==> src/rtl/ev_cmd_arbiter_if.sv <==
// Request channels from the PLC and HMI masters into the EV command arbiter.
// Each channel is a valid/ready handshake carrying a 3-bit op and 4-bit arg.
interface ev_cmd_arbiter_if;
  logic       plc_req_valid;
  logic [2:0] plc_req_op;
  logic [3:0] plc_req_arg;
  logic       plc_req_ready;
  logic       hmi_req_valid;
  logic [2:0] hmi_req_op;
  logic [3:0] hmi_req_arg;
  logic       hmi_req_ready;

  modport master (
    output plc_req_valid, plc_req_op, plc_req_arg,
    input  plc_req_ready,
    output hmi_req_valid, hmi_req_op, hmi_req_arg,
    input  hmi_req_ready
  );

  modport slave (
    input  plc_req_valid, plc_req_op, plc_req_arg,
    output plc_req_ready,
    input  hmi_req_valid, hmi_req_op, hmi_req_arg,
    output hmi_req_ready
  );
endinterface

==> src/rtl/ev_cmd_arbiter.sv <==
// Two-master command arbiter for the EV motor core: mode-based priority with a
// starvation guard, fixed hold window per op, and idle-time speed/PWM refresh.
module ev_cmd_arbiter #(
  parameter int unsigned HOLD_CYCLES    = 4,
  parameter int unsigned REFRESH_PERIOD = 256
) (
  input  logic               clk,
  input  logic               rst,
  ev_cmd_arbiter_if.slave    req,
  input  logic               mode_select,
  output logic [2:0]         core_op_sel,
  output logic [3:0]         core_arg,
  output logic               core_src,
  output logic               busy,
  output logic               refresh_active,
  output logic               cmd_done
);

  localparam logic [3:0]  HOLD_LOAD = 4'(HOLD_CYCLES - 1);
  localparam logic [15:0] IDLE_LAST = 16'(REFRESH_PERIOD - 1);
  localparam logic [2:0]  OP_RESET  = 3'b110;
  localparam logic [2:0]  OP_SPD    = 3'b100;
  localparam logic [2:0]  OP_PWM    = 3'b101;

  typedef enum logic [1:0] {
    ST_IDLE    = 2'd0,
    ST_HOLD    = 2'd1,
    ST_REF_SPD = 2'd2,
    ST_REF_PWM = 2'd3
  } state_t;

  state_t      state_r, state_s;
  logic [3:0]  hold_cnt_r, hold_cnt_s;
  logic [15:0] idle_cnt_r, idle_cnt_s;
  logic [1:0]  loss_cnt_r, loss_cnt_s;
  logic        mode_prev_r, mode_prev_s;
  logic [2:0]  core_op_sel_r, op_s;
  logic [3:0]  core_arg_r, arg_s;
  logic        core_src_r, src_s;
  logic        busy_r, refresh_active_r, cmd_done_r;
  logic        plc_ready_s, hmi_ready_s;

  logic        pri_valid_s, npri_valid_s;
  logic        grant_any_s, grant_hmi_s;
  logic [1:0]  loss_eff_s, loss_next_s;

  // Winner selection; a mode change since the last IDLE cycle forgets past losses.
  always_comb begin
    pri_valid_s  = mode_select ? req.hmi_req_valid : req.plc_req_valid;
    npri_valid_s = mode_select ? req.plc_req_valid : req.hmi_req_valid;
    loss_eff_s   = (mode_select != mode_prev_r) ? 2'd0 : loss_cnt_r;
    grant_any_s  = 1'b0;
    grant_hmi_s  = 1'b0;
    loss_next_s  = loss_eff_s;
    if (pri_valid_s && npri_valid_s) begin
      grant_any_s = 1'b1;
      if (loss_eff_s == 2'd3) begin
        grant_hmi_s = ~mode_select;
        loss_next_s = 2'd0;
      end else begin
        grant_hmi_s = mode_select;
        loss_next_s = loss_eff_s + 2'd1;
      end
    end else if (pri_valid_s) begin
      grant_any_s = 1'b1;
      grant_hmi_s = mode_select;
    end else if (npri_valid_s) begin
      grant_any_s = 1'b1;
      grant_hmi_s = ~mode_select;
      loss_next_s = 2'd0;
    end else begin
      grant_any_s = 1'b0;
    end
  end

  // Next-state logic and the values loaded into the core-facing registers.
  always_comb begin
    state_s     = state_r;
    hold_cnt_s  = hold_cnt_r;
    idle_cnt_s  = idle_cnt_r;
    loss_cnt_s  = loss_cnt_r;
    mode_prev_s = mode_prev_r;
    op_s        = core_op_sel_r;
    arg_s       = core_arg_r;
    src_s       = core_src_r;
    plc_ready_s = 1'b0;
    hmi_ready_s = 1'b0;
    case (state_r)
      ST_IDLE: begin
        mode_prev_s = mode_select;
        loss_cnt_s  = loss_next_s;
        plc_ready_s = grant_any_s & ~grant_hmi_s;
        hmi_ready_s = grant_any_s & grant_hmi_s;
        if (grant_any_s) begin
          state_s    = ST_HOLD;
          hold_cnt_s = HOLD_LOAD;
          idle_cnt_s = 16'd0;
          op_s       = grant_hmi_s ? req.hmi_req_op  : req.plc_req_op;
          arg_s      = grant_hmi_s ? req.hmi_req_arg : req.plc_req_arg;
          src_s      = grant_hmi_s;
        end else if (idle_cnt_r == IDLE_LAST) begin
          state_s    = ST_REF_SPD;
          hold_cnt_s = HOLD_LOAD;
          idle_cnt_s = 16'd0;
          op_s       = OP_SPD;
        end else begin
          idle_cnt_s = idle_cnt_r + 16'd1;
        end
      end
      ST_HOLD: begin
        if (hold_cnt_r == 4'd0) begin
          state_s = ST_IDLE;
        end else begin
          hold_cnt_s = hold_cnt_r - 4'd1;
        end
      end
      ST_REF_SPD: begin
        if (hold_cnt_r == 4'd0) begin
          state_s    = ST_REF_PWM;
          hold_cnt_s = HOLD_LOAD;
          op_s       = OP_PWM;
        end else begin
          hold_cnt_s = hold_cnt_r - 4'd1;
        end
      end
      ST_REF_PWM: begin
        if (hold_cnt_r == 4'd0) begin
          state_s = ST_IDLE;
        end else begin
          hold_cnt_s = hold_cnt_r - 4'd1;
        end
      end
      default: begin
        state_s = ST_IDLE;
      end
    endcase
  end

  // State, counters and registered outputs; status flags follow the next state.
  always_ff @(posedge clk) begin
    if (rst) begin
      state_r          <= ST_IDLE;
      hold_cnt_r       <= 4'd0;
      idle_cnt_r       <= 16'd0;
      loss_cnt_r       <= 2'd0;
      mode_prev_r      <= 1'b0;
      core_op_sel_r    <= OP_RESET;
      core_arg_r       <= 4'd0;
      core_src_r       <= 1'b0;
      busy_r           <= 1'b0;
      refresh_active_r <= 1'b0;
      cmd_done_r       <= 1'b0;
    end else begin
      state_r          <= state_s;
      hold_cnt_r       <= hold_cnt_s;
      idle_cnt_r       <= idle_cnt_s;
      loss_cnt_r       <= loss_cnt_s;
      mode_prev_r      <= mode_prev_s;
      core_op_sel_r    <= op_s;
      core_arg_r       <= arg_s;
      core_src_r       <= src_s;
      busy_r           <= (state_s != ST_IDLE);
      refresh_active_r <= (state_s == ST_REF_SPD) || (state_s == ST_REF_PWM);
      cmd_done_r       <= (state_s == ST_HOLD) && (hold_cnt_s == 4'd0);
    end
  end

  assign req.plc_req_ready = plc_ready_s;
  assign req.hmi_req_ready = hmi_ready_s;
  assign core_op_sel       = core_op_sel_r;
  assign core_arg          = core_arg_r;
  assign core_src          = core_src_r;
  assign busy              = busy_r;
  assign refresh_active    = refresh_active_r;
  assign cmd_done          = cmd_done_r;

endmodule
==> src/flat_wrapper.sv <==
// flat-port wrapper written by rule: the top's interface ports become plain ports
module ev_cmd_arbiter_flat 
#(
  parameter int unsigned HOLD_CYCLES    = 4,
  parameter int unsigned REFRESH_PERIOD = 256
)
  (clk, rst, mode_select, core_op_sel, core_arg, core_src, busy, refresh_active, cmd_done, req_plc_req_valid, req_plc_req_op, req_plc_req_arg, req_plc_req_ready, req_hmi_req_valid, req_hmi_req_op, req_hmi_req_arg, req_hmi_req_ready);
  ev_cmd_arbiter_if req_i ();
  input  logic clk;
  input  logic rst;
  input  logic mode_select;
  output logic [2:0] core_op_sel;
  output logic [3:0] core_arg;
  output logic core_src;
  output logic busy;
  output logic refresh_active;
  output logic cmd_done;
  input wire logic [$bits(req_i.plc_req_valid)-1:0] req_plc_req_valid;
  input wire logic [$bits(req_i.plc_req_op)-1:0] req_plc_req_op;
  input wire logic [$bits(req_i.plc_req_arg)-1:0] req_plc_req_arg;
  output wire logic [$bits(req_i.plc_req_ready)-1:0] req_plc_req_ready;
  input wire logic [$bits(req_i.hmi_req_valid)-1:0] req_hmi_req_valid;
  input wire logic [$bits(req_i.hmi_req_op)-1:0] req_hmi_req_op;
  input wire logic [$bits(req_i.hmi_req_arg)-1:0] req_hmi_req_arg;
  output wire logic [$bits(req_i.hmi_req_ready)-1:0] req_hmi_req_ready;
  assign req_i.plc_req_valid = req_plc_req_valid;
  assign req_i.plc_req_op = req_plc_req_op;
  assign req_i.plc_req_arg = req_plc_req_arg;
  assign req_plc_req_ready = req_i.plc_req_ready;
  assign req_i.hmi_req_valid = req_hmi_req_valid;
  assign req_i.hmi_req_op = req_hmi_req_op;
  assign req_i.hmi_req_arg = req_hmi_req_arg;
  assign req_hmi_req_ready = req_i.hmi_req_ready;
  ev_cmd_arbiter #(.HOLD_CYCLES(HOLD_CYCLES), .REFRESH_PERIOD(REFRESH_PERIOD)) u_core (.clk(clk), .rst(rst), .req(req_i), .mode_select(mode_select), .core_op_sel(core_op_sel), .core_arg(core_arg), .core_src(core_src), .busy(busy), .refresh_active(refresh_active), .cmd_done(cmd_done));
endmodule
==> config.mk <==
export PLATFORM = sky130hd
export DESIGN_NAME = ev_cmd_arbiter_flat
export DESIGN_NICKNAME = d
export VERILOG_FILES = /design/src/rtl/ev_cmd_arbiter_if.sv /design/src/rtl/ev_cmd_arbiter.sv /design/src/flat_wrapper.sv
export SDC_FILE = /design/constraint.sdc
export NUM_CORES = 1
export LEC_CHECK = 0
export ABC_CLOCK_PERIOD_IN_PS = 2150
export BUFFER_PORTS_ARGS = -buffer_cell sky130_fd_sc_hd__buf_2
export CORE_ASPECT_RATIO = 0.9
export CORE_MARGIN = 2
export CORE_UTILIZATION = 50
export CTS_CLUSTER_SIZE = 24
export DETAILED_ROUTE_END_ITERATION = 8
export PLACE_DENSITY = 0.75
export SLEW_MARGIN = 20
export SYNTH_ARGS = -nofsm -noshare
export SYNTH_HDL_FRONTEND = slang
export SYNTH_SLANG_ARGS = --single-unit
==> constraint.sdc <==
create_clock -name clk -period 2.15 [get_ports clk]
set_input_delay 0.1075 -clock clk [delete_from_list [all_inputs] [get_ports clk]]
set_output_delay 0.1075 -clock clk [all_outputs]
set_load 0.01 [all_outputs]
# ---- After elaboration in Yosys (flattened, before gate mapping)
# Index checks and enable logic that the tools add are counted.
dict set report classes {
  addsub 3
  eq_ne 11
  mux 34
  bitwise_logic 4
  n_reduce_logical 11
}
# cell count
set ops {}
lappend ops {{$mux W16} 2}
lappend ops {{$mux W4} 5}
lappend ops {{$mux W2} 9}
lappend ops {{$add A16 B1 Y16 const B} 1}
lappend ops {{$eq A16 B8 Y1 const B} 1}
lappend ops {{$mux W3} 4}
lappend ops {{$pmux W4 S3} 1}
lappend ops {{$mux W1} 11}
lappend ops {{$eq A2 B2 Y1 const B} 5}
lappend ops {{$logic_not A4 Y1} 2}
lappend ops {{$pmux W2 S3} 1}
lappend ops {{$pmux W3 S2} 1}
lappend ops {{$eq A2 B1 Y1 const B} 2}
lappend ops {{$reduce_bool A2 Y1} 2}
lappend ops {{$sub A4 B1 Y4 const B} 1}
lappend ops {{$ne A3 B1 Y1 const B} 1}
lappend ops {{$reduce_and A3 Y1} 1}
lappend ops {{$add A2 B1 Y2 const B} 1}
lappend ops {{$and A1 B1 Y1} 2}
lappend ops {{$logic_and A1 B1 Y1} 2}
lappend ops {{$logic_not A2 Y1} 1}
lappend ops {{$ne A2 B1 Y1 const B} 1}
lappend ops {{$not A1 Y1} 2}
lappend ops {{$reduce_and A2 Y1} 1}
lappend ops {{3 further kinds} 3}
dict set report word_totals {
  reg_bits 36
  input_bits 19
  out_inout_bits 13
  wordCells 74
}

# ---- Logic depth before layout (Yosys ltp)
# Gate-level depths: netlist (run 1).
dict set report depth {
  word_depth 8
  ltp_mapped 9
  mapped_depth_nobuf 9
}

# ---- Worst setup path after synthesis (run 1)
# No wires, ideal clock.
dict set report synth_path {
  path_type {flip-flop to flip-flop}
  startpoint {reg u_core.mode_prev_r}
  endpoint {reg u_core.core_op_sel_r[1] (netlist: u_core.core_op_sel[1])}
  setup_time_ns 0.122
  arrival_ns 1.954
  required_time_ns 2.028
  setup_slack_ns 0.074
  path_stages_with_launch 9
  path_buffers 0
  synth_period_minus_slack_ns 2.076
  cell_sequence {dfxtp_1 -> xnor2_1 -> and2_1 -> ha_1 -> xnor2_1 -> nand2_1 -> nand2_1 -> mux2_2 -> a221o_1}
}
dict set report synth_via {
  elab_chain_cells 8
}
# item line_no
set synth_lines {}
lappend synth_lines {{start: declaration} ev_cmd_arbiter.sv:36} ;# logic mode_prev_r, mode_prev_s;
lappend synth_lines {{start signal: assignment} ev_cmd_arbiter.sv:158} ;# mode_prev_r <= mode_prev_s;
lappend synth_lines {{$ne A1 B1 Y1} ev_cmd_arbiter.sv:51} ;# loss_eff_s = (mode_select != mode_prev_r) ? 2'd0 : loss_cnt_r;
lappend synth_lines {{$mux W2} ev_cmd_arbiter.sv:51}
lappend synth_lines {{$eq A2 B2 Y1} ev_cmd_arbiter.sv:57} ;# if (loss_eff_s == 2'd3) begin
lappend synth_lines {{$mux W1} ev_cmd_arbiter.sv:57}
lappend synth_lines {{$mux W1} ev_cmd_arbiter.sv:55} ;# if (pri_valid_s && npri_valid_s) begin
lappend synth_lines {{$mux W3} ev_cmd_arbiter.sv:98} ;# op_s = grant_hmi_s ? req.hmi_req_op : req.plc_req_op;
lappend synth_lines {{$mux W3} ev_cmd_arbiter.sv:94} ;# if (grant_any_s) begin
lappend synth_lines {{$pmux W3 S2} ev_cmd_arbiter.sv:88} ;# case (state_r)
lappend synth_lines {{end signal: assignment} ev_cmd_arbiter.sv:159} ;# core_op_sel_r <= op_s;
lappend synth_lines {{end: declaration} ev_cmd_arbiter.sv:37} ;# logic [2:0] core_op_sel_r, op_s;
# No other way between the ends.
# A chain may end at the register's enable or synchronous reset.

# ---- Worst setup path after layout (run 1)
dict set report layout_path {
  startpoint {reg u_core.mode_prev_r}
  endpoint {out req_hmi_req_ready}
}
dict set report layout_via {
  elab_chain_cells 7
}
# item line_no
set layout_lines {}
lappend layout_lines {{$ne A1 B1 Y1} ev_cmd_arbiter.sv:51}
lappend layout_lines {{$mux W2} ev_cmd_arbiter.sv:51}
lappend layout_lines {{$eq A2 B2 Y1} ev_cmd_arbiter.sv:57}
lappend layout_lines {{$mux W1} ev_cmd_arbiter.sv:57}
lappend layout_lines {{$mux W1} ev_cmd_arbiter.sv:55}
lappend layout_lines {{$and A1 B1 Y1} ev_cmd_arbiter.sv:93} ;# hmi_ready_s = grant_any_s & grant_hmi_s;
lappend layout_lines {{$mux W1} ev_cmd_arbiter.sv:88}
lappend layout_lines {{end: declaration} flat_wrapper.sv:25} ;# output wire logic [$bits(req_i.hmi_req_ready)-1:0] req_hmi_req_ready;
# No other way between the ends.

==> flow_summary.toml, run 1 <==
[routing]
via_per_inst = 5.77
antenna_left = 0
firstDrtPassIters = 4
drc = 0
vias = 1784
drt_iter0_drc = 131
wl_um = 4260
wire_per_inst_um = 13.8

[clocking]
cts_sinks = 36
tritoncts = "yes"
cts_buffer_depth = 2
cts_setup_buffers = 0
path_clk_slew_ps = 70
htree_num_levels = 2
cts-buffers-inserted = 5
cts_hold_buf = 0
cts_root_buf = "clkbuf_8"
insertion_delay_ps = 280

[synth]
yosys_warnings = 0
synth_edf_count = 0
synthAdderAreaFrac = 0.0266
async_reset_ff_frac = 0
postSynthCellCount = 233
synth_top_family_by_area = "simple AND/OR/NAND/NOR gates"
synth-compound-area-share = 0.219
syn_area_um2 = 1880
synth_xor_area_frac = 0.0233
ys_types = 45
synth.net_count = 256
ys_seq_area_frac = 0.383
synth.area.mux_share = 0.0539
avgSynthCellArea_um2 = 8.08
synth_flop_cell = "dfxtp_1"
synth_simple_gate_area_frac = 0.251
synth-seq-cells = 36

[worst_setup_path]
cp.arrival_ps = 1890
worstPathMaxFanout = 7
required_ps = 2040
r2r_slack_ps = 150
rr_worst_depth = 9
r2r_end = "u_core.core_op_sel[0]"
endpoint_kind = "output pin"
cp-start-kind = "flip-flop"
crit_type = "reg2out"
worstReg2RegStart = "u_core.mode_prev_r"

[pwr]
cellLeakagePower_nw = 0.953
ir_drop_mv = 0.395
power.density_nw_per_um2 = 666
power_mw = 1.45

[finish]
fill_cells = 326
final_nets = 286
drive_gt1_frac = 0.205
multiInputGateArea_um2 = 1090
design_area_um2 = 2170
area_growth_pct = 15.4
seqCellArea_um2 = 722
antennaDiodeCount = 0

[global_route]
grt-ovfl-total = 0
track_usage = 0.225
grt_pass1_vias = 1657
grt_max_degree = 24
grt_pass1_wl_um = 7520
antenna_found_initial = 0

[place]
gp_congestion = 0.828
numPortBuffers = 31
hpwlAfterDp_um = 3080
post_dp_cell_area_um2 = 2080

[floorplan]
dieWidth_um = 68.7
io_pins = 32
coreArea_um2 = 3650
fp.dieH_um = 62.2
floorplan.initialDensity = 0.515
num_rows = 21
die-area_um2 = 4270

[flow_run]
drv_cap = 0

[timing]
period_share = 0.930
setup_tns_ps = 0
tightestPinTransition_ps = 565
max_freq_mhz = 500
layout_min_cycle_time_ps = 2000
relSlewSlack = 0.622
rsz0062_at_grt = "no"
finalHoldViolations = 0
skew_ps = 5.16
setup_violations = 0
slew_viol_final = 0

[hold_path]
hold_path.class = "in2reg"
hold_depth = 3
min-delay-start = "req_hmi_req_arg[2]"
worstHoldEndpoint = "u_core.core_arg[2]"

[status]
status = "complete, no violations"
==> flip-flops by register name, indices dropped and copies added (netlist names), 2 cells and up <==
name                flops
u_core.core_arg         4
u_core.core_op_sel      3
u_core.hold_cnt_r       4
u_core.idle_cnt_r      16
u_core.loss_cnt_r       2
u_core.state_r          2
==> worst max path at each step <==
stage / slack (ps) / start / end
floorplan: 70 / u_core.mode_prev_r / u_core.core_op_sel[1]
global placement: 190 / u_core.idle_cnt_r[8] / u_core.core_op_sel[1]
detailed placement: 150 / u_core.mode_prev_r / u_core.core_op_sel[1]
CTS: 110 / u_core.mode_prev_r / req_hmi_req_ready
global route: 20 / u_core.mode_prev_r / req_hmi_req_ready
finish: 150 / u_core.mode_prev_r / req_hmi_req_ready
==> layout make-up <==
class,count,share of cell area
multi-input cells,176,0.503
flip-flops and latches,36,0.333
repair buffers,36,0.0888
clock buffers,6,0.0334
well taps,46,0.0265
inverters,8,0.0138
clock inverters,1,0.00231
==> kinds of logic (layout without fill, tap and decap cells) <==
kind of cell / after synthesis / after routing
AO/OA/AOI/OAI: 64 / 64
XOR/XNOR: 5 / 5
adder cells (fa/ha/maj): 4 / 4
buffers and inverters: 21 / 51
flip-flops: 36 / 36
multiplexers: 10 / 10
AND/OR/NAND/NOR: 93 / 93
==> where the power goes <==
group	internal, mW	leakage [nW]	switching (mW)
Clock	0.220	0.0410	0.225
Sequential	0.704	0.294	0.0280
Combinational	0.116	0.618	0.152
Total	1.04	0.953	0.405
==> worst max-delay path, stage by stage (launching register included) <==
cell and delay, ps:
dfxtp_2 340, xnor2_1 130, and2_1 160, ha_1 230, xnor2_2 140, nand2_1 110, nand2_1 90, buf_4 190
nor2_1 100, buf_2 130
==> cells in the mapped netlist, types with 4 or more instances <==
cell type,number,share of area
clkbuf_1,10,0.020
ha_1,4,0.027
nor2_1,27,0.054
and2_1,4,0.013
o21ai_0,16,0.043
nand3_1,8,0.021
inv_1,8,0.016
dfxtp_1,36,0.38
nand4_1,4,0.013
mux2i_1,9,0.048
a21oi_1,21,0.056
a31oi_1,6,0.020
and3_1,6,0.020
nand2_1,23,0.046
nor3_1,4,0.011
==> routing by layer <==
| layer | global-route usage | vias to the layer above | share of wire |
|---|---|---|---|
| met5 | 0 | - | 0 |
| met4 | 0.0675 | 0 | 0.011 |
| met2 | 0.337 | 40 | 0.46 |
| li1 | - | 904 | - |
| met1 | 0.317 | 832 | 0.48 |
| met3 | 0.0525 | 8 | 0.041 |
==> cell usage in the layout, fill, tap and decap left out, types with 4 or more instances in the layout <==
| cell type | instances |
|---|---|
| ha_1 | 4 |
| dfxtp_1 | 35 |
| nor2_1 | 27 |
| clkbuf_8 | 5 |
| and3_1 | 6 |
| nand4_1 | 4 |
| and2_1 | 4 |
| mux2i_1 | 9 |
| nor3_1 | 4 |
| nand3_1 | 8 |
| a31oi_1 | 6 |
| a21oi_1 | 21 |
| nand2_1 | 23 |
| buf_4 | 5 |
| o21ai_0 | 16 |
| inv_1 | 8 |
| buf_2 | 31 |
==> per-stage QoR <==
stage	std cells	hold slack [ps]	utilization	setup WS [ps]
floorplan	233	305	-	73.6
global placement	302	394	0.569	194
detailed placement	302	424	0.569	148
CTS	309	118	0.591	109
global route	309	155	0.594	19.2
finish	309	123	0.594	150
==> repair_timing <==
action / in CTS / in global routing
hold endpoints to repair: 0 / 0
setup endpoints to repair: 0 / 3
resized for setup: 0 / 3
No activity file was read; power rests on OpenSTA's default activity.
==> run 2, diff against run 1 <==
- ABC_AREA: default -> 1
==> flow_summary.toml, run 2 <==
[worst_setup_path]
cp_common_cell = "nor2_1"
critical-path-top-delay-family = "simple AND/OR/NAND/NOR gates"
startpoint = "u_core.mode_prev_r"
r2r_slack_ps = 390
crit_type = "reg2out"
rr_worst_depth = 10
critical_path_buf_inv_count = 1
r2r_end = "u_core.core_op_sel[1]"
crit_chain = "xor2_1 > nor2_1 > ha_1 > nand3b_1 > nand3_2 > nor2_1 > buf_2"
cp-start-kind = "flip-flop"
endpoint_kind = "output pin"
worstPathMaxFanout = 10
cp.arrival_ps = 1730
worstReg2RegStart = "u_core.mode_prev_r"
critical-path-max-stage-delay_ps = 320
required_ps = 2040
slowest_stage = "dfxtp_1"

[synth]
synth_most_common_cell = "nand2_1"
synth_flop_cell = "dfxtp_1"
synthAdderAreaFrac = 0.0253
postSynthCellCount = 298
synth_xor_area_frac = 0.0265
synth_top_family_by_area = "simple AND/OR/NAND/NOR gates"
syn_area_um2 = 1980
yosys_warnings = 0
avgSynthCellArea_um2 = 6.65
yosys.area.top_type = "dfxtp_1"
async_reset_ff_frac = 0
synthTopCellsByCount = "90 x nand2_1, 36 x dfxtp_1, 33 x inv_1, 33 x nor2_1, 25 x a21oi_1"
synth.net_count = 321
synth-compound-area-share = 0.140
ys_seq_area_frac = 0.364
synth-seq-cells = 36
synth_edf_count = 0
synth_area_leaders = "dfxtp_1 36%, nand2_1 17%, a21oi_1 6.3%, inv_1 6.3%, nor2_1 6.3%"
synth_top_area_frac = 0.364
synth_simple_gate_area_frac = 0.351
synth.area.mux_share = 0
ys_types = 29

[floorplan]
num_rows = 21
floorplan.initialDensity = 0.527
io_pins = 32
coreArea_um2 = 3760
dieWidth_um = 70.3
die-area_um2 = 4480
fp.dieH_um = 63.7

[place]
numPortBuffers = 31
placed_cells = 369
gp_congestion = 0.822
hpwlAfterDp_um = 2990

[clocking]
htree_num_levels = 2
insertion_delay_ps = 290
cts_setup_buffers = 0
cts_sinks = 36
tritoncts = "yes"
cts-buffers-inserted = 5
cts_root_buf = "clkbuf_8"
cts_resized = 0
cts_hold_buf = 0
path_clk_slew_ps = 70
cts_buffer_depth = 2

[timing]
slew_viol_final = 0
relSlewSlack = 0.546
skew_ps = 5.15
layout_min_cycle_time_ps = 1830
max_freq_mhz = 546
finalHoldViolations = 0
setup_violations = 0
period_share = 0.853
rsz0062_at_grt = "no"
tightestPinTransition_ps = 681
setup_tns_ps = 0

[hold_path]
min-delay-start = "req_hmi_req_valid"
hold_path.class = "in2reg"
hold_depth = 3
worstHoldEndpoint = "u_core.loss_cnt_r[1]"

[finish]
regMostFlops = "u_core.idle_cnt_r"
fill_cells = 374
multiInputGateArea_um2 = 1080
seqCellArea_um2 = 721
antennaDiodeCount = 0
post-route-util = 0.598
final_common_cell = "nand2_1"
mostFrequentLayoutCells = "90 x nand2_1, 36 x dfxtp_1, 33 x inv_1, 33 x nor2_1, 31 x buf_2"
drive_gt1_frac = 0.163
fin_cells = 377
largest_reg_flops = 16
area_growth_pct = 13.4
final_nets = 353

[pwr]
power.density_nw_per_um2 = 677
ir_drop_mv = 0.401
cellLeakagePower_nw = 1.02

[routing]
via_per_inst = 4.99
firstDrtPassIters = 4
antenna_left = 0
drc = 0
wl_um = 4080
drt_iter0_drc = 108
vias = 1882
wire_per_inst_um = 10.8

[global_route]
grt_pass1_vias = 1723
grt-ovfl-total = 0
grt_pass1_wl_um = 7250
track_usage = 0.199
antenna_found_initial = 0
grt_max_degree = 24

[flow_run]
drv_cap = 0

[status]
status = "complete, no violations"
-- run 2: cell types whose count changed after synthesis, moves of 6 or more --
| cell | previous run | this run |
|---|---|---|
| mux2i_1 | 9 | 0 |
| clkbuf_1 | 10 | 2 |
| nand3_1 | 8 | 20 |
| inv_1 | 8 | 33 |
| and3_1 | 6 | 0 |
| nand2_1 | 23 | 90 |
| nor2_1 | 27 | 33 |
-- run 2: cell type report --
type	instances	share of cell area
multi-input cells	219	0.479
inverters	37	0.0641
well taps	46	0.0256
clock buffers	6	0.0368
flip-flops and latches	36	0.321
repair buffers	31	0.0691
clock inverters	2	0.00446
-- run 2: kinds of logic (layout without fill, tap and decap cells) --
group                      Yosys count  count (layout)
buffers and inverters               43              76
adders and majority gates            4               4
xor gates and xnor gates             6               6
DFF                                 36              36
AOI/OAI and AO/OA                   50              50
and+or+nand+nor                    159             159
-- run 2: report_power, final --
part           switching [mW]  internal (mW)
clock network           0.240          0.256
registers              0.0255          0.708
logic                   0.183          0.108
total                   0.448           1.07
-- run 2: stage by stage --
step                      power, mW  hold slack (ps)  instance area, µm²  setup slack (ps)
after floorplan               0.960              177                1980               599
after detailed placement       1.04              437                2150               426
final                          1.52              135                2250               317
after global routing           1.61              163                2250               115
after global placement         1.04              424                2150               494
after CTS                      1.53              129                2250               308
-- run 2: how the worst max path moves through the flow --
stage                                  endpoint  slack, ps  depth (start not counted)
after CTS                     req_hmi_req_ready        310                          7
after global placement    u_core.core_op_sel[1]        490                         10
after floorplan           u_core.core_op_sel[0]        600                          8
after global routing          req_hmi_req_ready        110                          7
after detailed placement  u_core.core_op_sel[1]        430                         10
final                         req_hmi_req_ready        320                          7
-- run 2: worst reg2reg max path, delay by kind of cell, from the launching register on --
family | cells | cell delay (ps)
buffers and inverters | 1 | 220
DFF | 1 | 320
adders and majority gates | 1 | 180
AOI/OAI and AO/OA | 1 | 140
and+or+nand+nor | 6 | 680
xor gates and xnor gates | 1 | 160
-- run 2: routing by layer --
layer  wire [µm]  share of wire  global-route usage
met4          63          0.015              0.0817
met5           0              0                   0
met1        2120           0.52               0.261
met3         190          0.047              0.0496
met2        1710           0.42               0.313
